<file path="src/rtl/int_ctrl_pkg.sv">
// Shared definitions for the interrupt controller.
// Register offsets are relative to the controller's BASE_ADDR. ID_W is the
// width of a source index, enough for up to 8 sources.
package int_ctrl_pkg;

  localparam int unsigned ID_W = 3;

  localparam logic [7:0] OFS_ENABLE  = 8'd0;
  localparam logic [7:0] OFS_PENDING = 8'd1;
  localparam logic [7:0] OFS_MODE    = 8'd2;
  localparam logic [7:0] OFS_ACTIVE  = 8'd3;
  localparam logic [7:0] OFS_EOI     = 8'd4;
  localparam logic [7:0] OFS_GLOBAL  = 8'd5;
  localparam logic [7:0] OFS_VEC0    = 8'd6;

  typedef enum logic [1:0] {
    StIdle,
    StReq,
    StService
  } state_e;

endpackage

</file>
<file path="src/rtl/int_prio_enc.sv">
// Fixed-priority encoder. Index 0 has the highest priority.
// Ports:
//   req_i   - request vector, NUM_SRC wide
//   valid_o - 1 when any request bit is set
//   id_o    - index of the lowest set bit (0 when none)
module int_prio_enc
  import int_ctrl_pkg::*;
#(
  parameter int unsigned NUM_SRC = 4
) (
  input  logic [NUM_SRC-1:0] req_i,
  output logic               valid_o,
  output logic [ID_W-1:0]    id_o
);

  always_comb begin
    valid_o = |req_i;
    id_o    = '0;
    // Scan from the top down so the lowest set index is written last.
    for (int i = NUM_SRC - 1; i >= 0; i--) begin
      if (req_i[i]) id_o = ID_W'(i);
    end
  end

endmodule

</file>
<file path="src/rtl/int_ctrl.sv">
// Memory-mapped interrupt controller for the 8-bit CPU.
// NUM_SRC prioritised sources, each with enable, edge/level mode and an 8-bit
// vector, plus a global enable and a request/ack/EOI handshake.
// Ports:
//   clock, reset      - system clock, asynchronous active-high reset
//   addr, w_data, w_en - CPU data-bus address, write data and write strobe
//   r_data, r_hit     - combinational read data and window-hit flag
//   src_req           - interrupt source lines, synchronous to clock
//   int_req, int_vec  - request and vector to the CPU
//   int_ack           - one-cycle pulse when the CPU takes the interrupt
module int_ctrl
  import int_ctrl_pkg::*;
#(
  parameter int unsigned NUM_SRC   = 4,
  parameter logic [7:0]  BASE_ADDR = 8'd224
) (
  input  logic               clock,
  input  logic               reset,
  input  logic [7:0]         addr,
  input  logic [7:0]         w_data,
  input  logic               w_en,
  output logic [7:0]         r_data,
  output logic               r_hit,
  input  logic [NUM_SRC-1:0] src_req,
  output logic               int_req,
  output logic [7:0]         int_vec,
  input  logic               int_ack
);

  localparam logic [7:0] WinSize = 8'(6 + NUM_SRC);
  localparam logic [7:0] SrcMask = 8'((1 << NUM_SRC) - 1);

  // Per-source state is kept 8 wide so a 3-bit id indexes it directly;
  // bits at or above NUM_SRC are never set and stay 0.
  logic [7:0] enable_q, enable_d;
  logic [7:0] pending_q, pending_d;
  logic [7:0] mode_q, mode_d;
  logic [7:0] prev_src_q;
  logic       glb_q, glb_d;
  logic [7:0] vec_q [8];
  logic [7:0] vec_d [8];

  state_e          state_q, state_d;
  logic [ID_W-1:0] id_q, id_d;

  logic [7:0]         off;
  logic               wr, wr_eoi, ack_take;
  logic [7:0]         src_ext;
  logic [NUM_SRC-1:0] cand;
  logic               cand_valid;
  logic [ID_W-1:0]    sel;
  logic [7:0]         active;

  assign off      = addr - BASE_ADDR;
  assign r_hit    = (addr >= BASE_ADDR) && (off < WinSize);
  assign wr       = w_en & r_hit;
  assign wr_eoi   = wr && (off == OFS_EOI);
  assign ack_take = (state_q == StReq) && int_ack;
  assign src_ext  = 8'(src_req);
  assign cand     = NUM_SRC'(pending_q & enable_q);

  int_prio_enc #(
    .NUM_SRC(NUM_SRC)
  ) u_prio_enc (
    .req_i  (cand),
    .valid_o(cand_valid),
    .id_o   (sel)
  );

  // Register file and pending next-state.
  always_comb begin
    enable_d  = enable_q;
    mode_d    = mode_q;
    glb_d     = glb_q;
    vec_d     = vec_q;
    pending_d = '0;
    if (wr) begin
      case (off)
        OFS_ENABLE: enable_d = w_data & SrcMask;
        OFS_MODE:   mode_d   = w_data & SrcMask;
        OFS_GLOBAL: glb_d    = w_data[0];
        default: ;
      endcase
    end
    for (int k = 0; k < NUM_SRC; k++) begin
      if (wr && (off == OFS_VEC0 + 8'(k))) vec_d[k] = w_data;
    end
    for (int k = 0; k < 8; k++) begin
      if (mode_q[k]) begin
        pending_d[k] = pending_q[k];
        if (wr && (off == OFS_PENDING) && w_data[k]) pending_d[k] = 1'b0;
        if (ack_take && (id_q == ID_W'(k)))          pending_d[k] = 1'b0;
        // A fresh edge beats any clear in the same cycle.
        if (src_ext[k] && !prev_src_q[k])            pending_d[k] = 1'b1;
      end else begin
        pending_d[k] = src_ext[k];
      end
    end
  end

  always_ff @(posedge clock or posedge reset) begin
    if (reset) begin
      enable_q   <= '0;
      pending_q  <= '0;
      mode_q     <= '0;
      prev_src_q <= '0;
      glb_q      <= 1'b0;
      for (int k = 0; k < 8; k++) vec_q[k] <= '0;
    end else begin
      enable_q   <= enable_d;
      pending_q  <= pending_d;
      mode_q     <= mode_d;
      prev_src_q <= src_ext;
      glb_q      <= glb_d;
      vec_q      <= vec_d;
    end
  end

  // FSM state register.
  always_ff @(posedge clock or posedge reset) begin
    if (reset) begin
      state_q <= StIdle;
      id_q    <= '0;
    end else begin
      state_q <= state_d;
      id_q    <= id_d;
    end
  end

  // FSM next state. The id is frozen once in StReq: no preemption.
  always_comb begin
    state_d = state_q;
    id_d    = id_q;
    unique case (state_q)
      StIdle: begin
        if (glb_q && cand_valid) begin
          state_d = StReq;
          id_d    = sel;
        end
      end
      StReq: begin
        // Ack takes precedence over any withdraw condition.
        if (int_ack) begin
          state_d = StService;
        end else if (!enable_q[id_q] || !glb_q ||
                     (!mode_q[id_q] && !pending_q[id_q])) begin
          state_d = StIdle;
        end
      end
      StService: begin
        if (wr_eoi) state_d = StIdle;
      end
      default: state_d = StIdle;
    endcase
  end

  // FSM outputs.
  always_comb begin
    int_req = 1'b0;
    int_vec = '0;
    active  = '0;
    unique case (state_q)
      StReq: begin
        int_req = 1'b1;
        int_vec = vec_q[id_q];
      end
      StService: active = {1'b1, 4'b0000, id_q};
      default: ;
    endcase
  end

  // Combinational read mux.
  always_comb begin
    r_data = '0;
    if (r_hit) begin
      case (off)
        OFS_ENABLE:  r_data = enable_q;
        OFS_PENDING: r_data = pending_q;
        OFS_MODE:    r_data = mode_q;
        OFS_ACTIVE:  r_data = active;
        OFS_EOI:     r_data = '0;
        OFS_GLOBAL:  r_data = {7'b0000000, glb_q};
        default: begin
          if (off >= OFS_VEC0) r_data = vec_q[3'(off - OFS_VEC0)];
        end
      endcase
    end
  end

endmodule

</file>
<file path="config.mk">
export PLATFORM = sky130hd
export DESIGN_NAME = int_ctrl
export DESIGN_NICKNAME = d
export VERILOG_FILES = /design/src/rtl/int_ctrl_pkg.sv /design/src/rtl/int_prio_enc.sv /design/src/rtl/int_ctrl.sv
export SDC_FILE = /design/constraint.sdc
export NUM_CORES = 1
export LEC_CHECK = 0
export CAP_MARGIN = 15
export CORE_MARGIN = 8
export CORE_UTILIZATION = 45
export CTS_BUF_LIST = sky130_fd_sc_hd__clkbuf_8
export CTS_CLUSTER_DIAMETER = 150
export DETAILED_ROUTE_END_ITERATION = 16
export DONT_BUFFER_PORTS = 1
export GPL_ROUTABILITY_DRIVEN = 0
export SLEW_MARGIN = 20
export SYNTH_ARGS = -nofsm -noshare
export SYNTH_HDL_FRONTEND = slang
export SYNTH_SLANG_ARGS = --single-unit
</file>
<file path="constraint.sdc">
create_clock -name clock -period 3.1 [get_ports clock]
set_input_delay 0.465 -clock clock [delete_from_list [all_inputs] [get_ports clock]]
set_output_delay 0.465 -clock clock [all_outputs]
set_load 0.03 [all_outputs]
</file>
# [Yosys cells after proc, flatten, opt, wreduce, memory -nomap -nowiden]
# Cells that the tools add are included.
[classes] n_addsub=2 order_cmp=6 n_eq_ne=21 mux=43 bitwise_logic=4 reduce_logical=41
[op_table] cell="$mux 8" n=8
[op_table] cell="$bmux 8 s3" n=2
[op_table] cell="$pmux 8 s6" n=1
[op_table] cell="$eq 8x3->1 const B" n=4
[op_table] cell="$logic_and 1x1->1" n=22
[op_table] cell="$mux 1" n=20
[op_table] cell="$eq 8x2->1 const B" n=2
[op_table] cell="$eq 8x4->1 const B" n=2
[op_table] cell="$mux 2" n=8
[op_table] cell="$ne 4x1->1 const B" n=4
[op_table] cell="$bmux 1 s3" n=3
[op_table] cell="$eq 8x1->1 const B" n=1
[op_table] cell="$ge 4x4->1 const B" n=2
[op_table] cell="$ge 8x3->1 const B" n=1
[op_table] cell="$ge 8x8->1 const B" n=1
[op_table] cell="$logic_not 1->1" n=8
[op_table] cell="$logic_not 8->1" n=1
[op_table] cell="$lt 8x4->1 const B" n=1
[op_table] cell="$not 3->4" n=2
[op_table] cell="$reduce_and 2->1" n=4
[op_table] cell="$sub 8x8->8 const B" n=1
[op_table] cell="$eq 3x2->1 const B" n=2
[op_table] cell="$pmux 2 s3" n=1
[op_table] cell="$and 4x4->4" n=1
[op_table] cell="13 further kinds" n=15
[word_totals] regBits=54 inputBits=24 output_inout_bits=18 wordCells=131

# [Logic depth before layout (Yosys ltp)]
[logic_depth] ltp_word=10 ltp_mapped=9 mapped_depth_nobuf=6

# [Hierarchy]
# Synthesis repeated with hierarchy kept, for this count alone.
[unflattened] hier_cells=266 hier_area_um2=3288.2
[modules_own_cells] mod="int_ctrl" instances=1 cells_each=257 area_per_inst_um2=3241.9 seq_area_each_um2=1351.3
[modules_own_cells] mod="int_prio_enc" instances=1 cells_each=9 area_per_inst_um2=46.3 seq_area_each_um2=0.0

# [Worst setup path before layout]
# OpenSTA, ideal clock, no wires.
[synth_timing] path_kind="input -> output" from="input addr[1]" to="output r_data[4]" arrival_ns=2.449 t_required_ns=2.635 slack_ns=0.186 stages=8 n_path_buf=2 cell_sequence="buf_2 -> buf_2 -> inv_1 -> ha_1 -> nor4b_4 -> o2111ai_1 -> or3b_1 -> nor2b_1"
[synth_between] elab_chain_cells=9 elab_cells_between_ends=19 classes_between="2 x add/sub; 3 x order compare; 5 x eq/ne; 6 x mux; 1 x bitwise; 2 x reduce/logical"
[synth_rtl] element="start: declaration" line_no="int_ctrl.sv:19" source="input logic [7:0] addr,"
[synth_rtl] element="$sub 8x8->8" line_no="int_ctrl.sv:54" source="assign off = addr - BASE_ADDR;"
[synth_rtl] element="$sub 3x3->3" line_no="int_ctrl.sv:184" source="if (off >= OFS_VEC0) r_data = vec_q[3'(off - OFS_VEC0)];"
[synth_rtl] element="$not 3->4 (not written as such)" line_no="int_ctrl.sv:184"
[synth_rtl] element="$bmux 8 s3" line_no="int_ctrl.sv:184"
[synth_rtl] element="$mux 8 (not written as such) (2 in series)" line_no="int_ctrl.sv:184"
[synth_rtl] element="$mux 8" line_no="int_ctrl.sv:184"
[synth_rtl] element="$pmux 8 s6" line_no="int_ctrl.sv:176" source="case (off)"
[synth_rtl] element="$mux 8 (*)" line_no="int_ctrl.sv:175" source="if (r_hit) begin"
[synth_rtl] element="end: declaration" line_no="int_ctrl.sv:22" source="output logic [7:0] r_data,"
# Mark *: on every way between the ends. The rest lies on a longest branch, timed or not. The select of a mux whose other input is x is not followed.

# [Worst setup path after layout]
[layout_timing] from="input addr[5]" to="output r_data[3]"
[layout_between] elab_chain_cells=5 elab_cells_between_ends=14 classes_between="1 x add/sub; 3 x order compare; 5 x eq/ne; 3 x mux; 2 x reduce/logical"
[layout_rtl] element="$sub 8x8->8" line_no="int_ctrl.sv:54"
[layout_rtl] element="$ge 8x3->1" line_no="int_ctrl.sv:184"
[layout_rtl] element="$mux 8" line_no="int_ctrl.sv:184"
[layout_rtl] element="$pmux 8 s6" line_no="int_ctrl.sv:176"
[layout_rtl] element="$mux 8 (*)" line_no="int_ctrl.sv:175"
# Mark *: on every way between the ends. The rest lies on a longest branch, timed or not.

==> metrics.yaml <==
power.density_nw_per_um2: 339
min_path_type: "in2async"
r2r_start: "id_q[1]$_DFFE_PP0P_"
r2r_setup_slack_ps: 1320
hold_slack_ps: 42.6
grt_first_pass_wirelength_mm: 12.6
endpoint_kind: "primary output"
overflow: 0
diodes: 0
die-area_um2: 10000
crit_type: "in2out"
post_cts_resized: 0
final_hold_viol_count: 0
final_period_minus_worst_setup_slack_ps: 2660
outcome: "finished clean"
final_common_cell: "dfrtp_1"
drtIter0Drc: 199
cts_buffer_depth: 2
yosys.cell_types.count: 53
fmax_ghz: 0.376
ios: 42
antenna_found_initial: 0
track_usage: 0.162
firstDrtPassIters: 4
maxSlewHeadroom: 0.494
rsz0062_at_grt: "false"
drive_above_1_share: 0.249
cts_tree: "built"
clk_pin_slew_ps: 90
port_buffers: 0
cts_buffers: 5
synth_seq_cells: 53
cp_max_fo: 8
first_global_vias: 2191
final_area_um2: 3430
dpl-instance-area_um2: 3340
cts_root_buf: "clkbuf_8"
via_per_inst: 6.13
rows: 30
clkSinkCount: 53
synth-edff-count: 0
grt_max_degree: 33
final_cell_mix: "dfrtp_1 (53), mux2_1 (25), nand2_1 (18), mux4_2 (17), buf_4 (13)"
period_share: 0.857
start_util: 0.465
synth_top_flop_cell: "dfrtp_1"
path_delay_family: "simple AND/OR/NAND/NOR gates"
start_kind: "input pin"
hpwl_mm: 5.43
report.final.slew_viol_count: 0
die_x_um: 100
tightest_slew_ps: 759
seq_area_frac_synth: 0.417
cp_num_buf_inv: 1
syn_to_final_growth_pct: 7.88
via_count: 2187
synthArstFlopShare: 1.00
fin_setup_tns_ps: 0
postLayoutCoreUtil: 0.502
routedWlPerCell_um: 21.4
die_h_um: 100
fill_cells: 634
post-cts-setup-buffers: 0
htree_num_levels: 2
required_ps: 2630
clk_latency_ps: 300
synth_cells: 251
nets: 289
finalPower_mw: 1.16
synth_area_per_cell_um2: 12.7
ant_nets: 0
crit_chain: "ha_1 -> nor4b_2 -> nand3_1 -> or3_1 -> a21oi_1 -> buf_4"
cts_hold_buf: 0
fin_worst_skew_ps: 1.53
cp_data_arrival_time_ps: 2190
slowest_stage: "or3_1"
drc: 0
setup_viol: 0
p_leak_nw: 1.53
max_stage_delay_ps: 430
yosysWarningCount: 0
fp.coreArea_um2: 6830
drt-total-wl_mm: 7.63
max_cap_viol_count: 0
peakVddDrop_mv: 0.179
synthesis.area_um2: 3180
synth_nets: 279
crit_start: "addr[5]"
[metrics by stage]
step | instances | setup WS, ps
finish | 357 | 443
global route | 357 | 306
CTS | 357 | 446
detailed placement | 350 | 474
global placement | 350 | 519
floorplan | 251 | 186
[final cells by class]
type / count / area [um^2] / area share
Tap cell: 96 / 120 / 0.0350
Multi-Input combinational cell: 182 / 1770 / 0.518
Sequential cell: 53 / 1330 / 0.387
Clock inverter: 1 / 3.75 / 0.00110
Inverter: 6 / 22.5 / 0.00657
Clock buffer: 6 / 82.6 / 0.0241
Timing Repair Buffer: 13 / 97.6 / 0.0285
[layer usage]
layer / up-vias / part of all wire / global-route usage
li1: 977 / - / -
met1: 1126 / 0.46 / 0.225
met2: 76 / 0.44 / 0.232
met3: 8 / 0.086 / 0.0484
met4: 0 / 0.017 / 0.0593
met5: - / 0 / 0
[worst register-to-register path, cell delays in order (launching register included)]
cell     delay (ps)
dfrtp_1         840
mux4_2          580
o41ai_1         250
[where the power goes]
group / switching, mW / internal (mW) / leakage [nW]
logic: 0.0385 / 0.0303 / 0.762
registers: 0.00557 / 0.697 / 0.720
clock network: 0.215 / 0.174 / 0.0485
[cells by family (layout without fill, tap and decap cells)]
group | count (synthesis) | in the layout | share of synthesized area
flip-flops | 53 | 53 | 0.417
adder cells (fa/ha/maj) | 4 | 4 | 0.0158
AND/OR/NAND/NOR | 77 | 77 | 0.163
buffers and inverters | 16 | 26 | 0.0240
multiplexers | 63 | 63 | 0.292
AO/OA/AOI/OAI | 37 | 37 | 0.0847
XOR/XNOR | 1 | 1 | 0.00276
[cells in the mapped netlist, types with 2 or more instances]
cell type  number  area, um^2
nor4_1          2        12.5
nor3_4          2        32.5
and2_1         10        62.6
nand2b_1        4        25.0
ha_1            4        50.1
buf_2           4        20.0
clkbuf_1        3        11.3
mux2_1         25         282
a32o_1          2        20.0
a2bb2oi_1       2        17.5
or3_1           4        25.0
dfrtp_1        53        1330
or3b_2          2        17.5
o21ai_0         5        25.0
mux4_2         17         383
nand3_1         2        10.0
mux2_4          8         120
nor3_1          3        15.0
nand4_1         4        25.0
mux2_2         11         124
mux2i_1         2        20.0
a32oi_1         4        35.0
nand3b_1        5        37.5
nand2_1        18        67.6
nor2b_1         6        37.5
nor3b_1         2        15.0
a31oi_1         6        37.5
nor2_1          3        11.3
inv_1           6        22.5
a21oi_1         8        40.0
nor4b_4         2        47.6
[state kept, by name, summed over array words and instances (netlist names)]
name / cells
enable_q: 4
glb_q: 1
id_q: 2
mode_q: 4
pending_q: 4
prev_src_q: 4
state_q: 2
vec_q: 32
[worst paths after layout]
check,end,cells after the start
worst max-delay path,r_data[3],6
worst min-delay path,vec_q[50]$_DFFE_PP0P_,1
worst max register to register,state_q[0]$_DFFE_PP0P_,2
worst min register to register,glb_q$_DFFE_PP0P_,1
max in group asynchronous,vec_q[59]$_DFFE_PP0P_,2
min in group clock,prev_src_q[2]$_DFF_PP0_,0
Power figures use the tool's default switching activity.
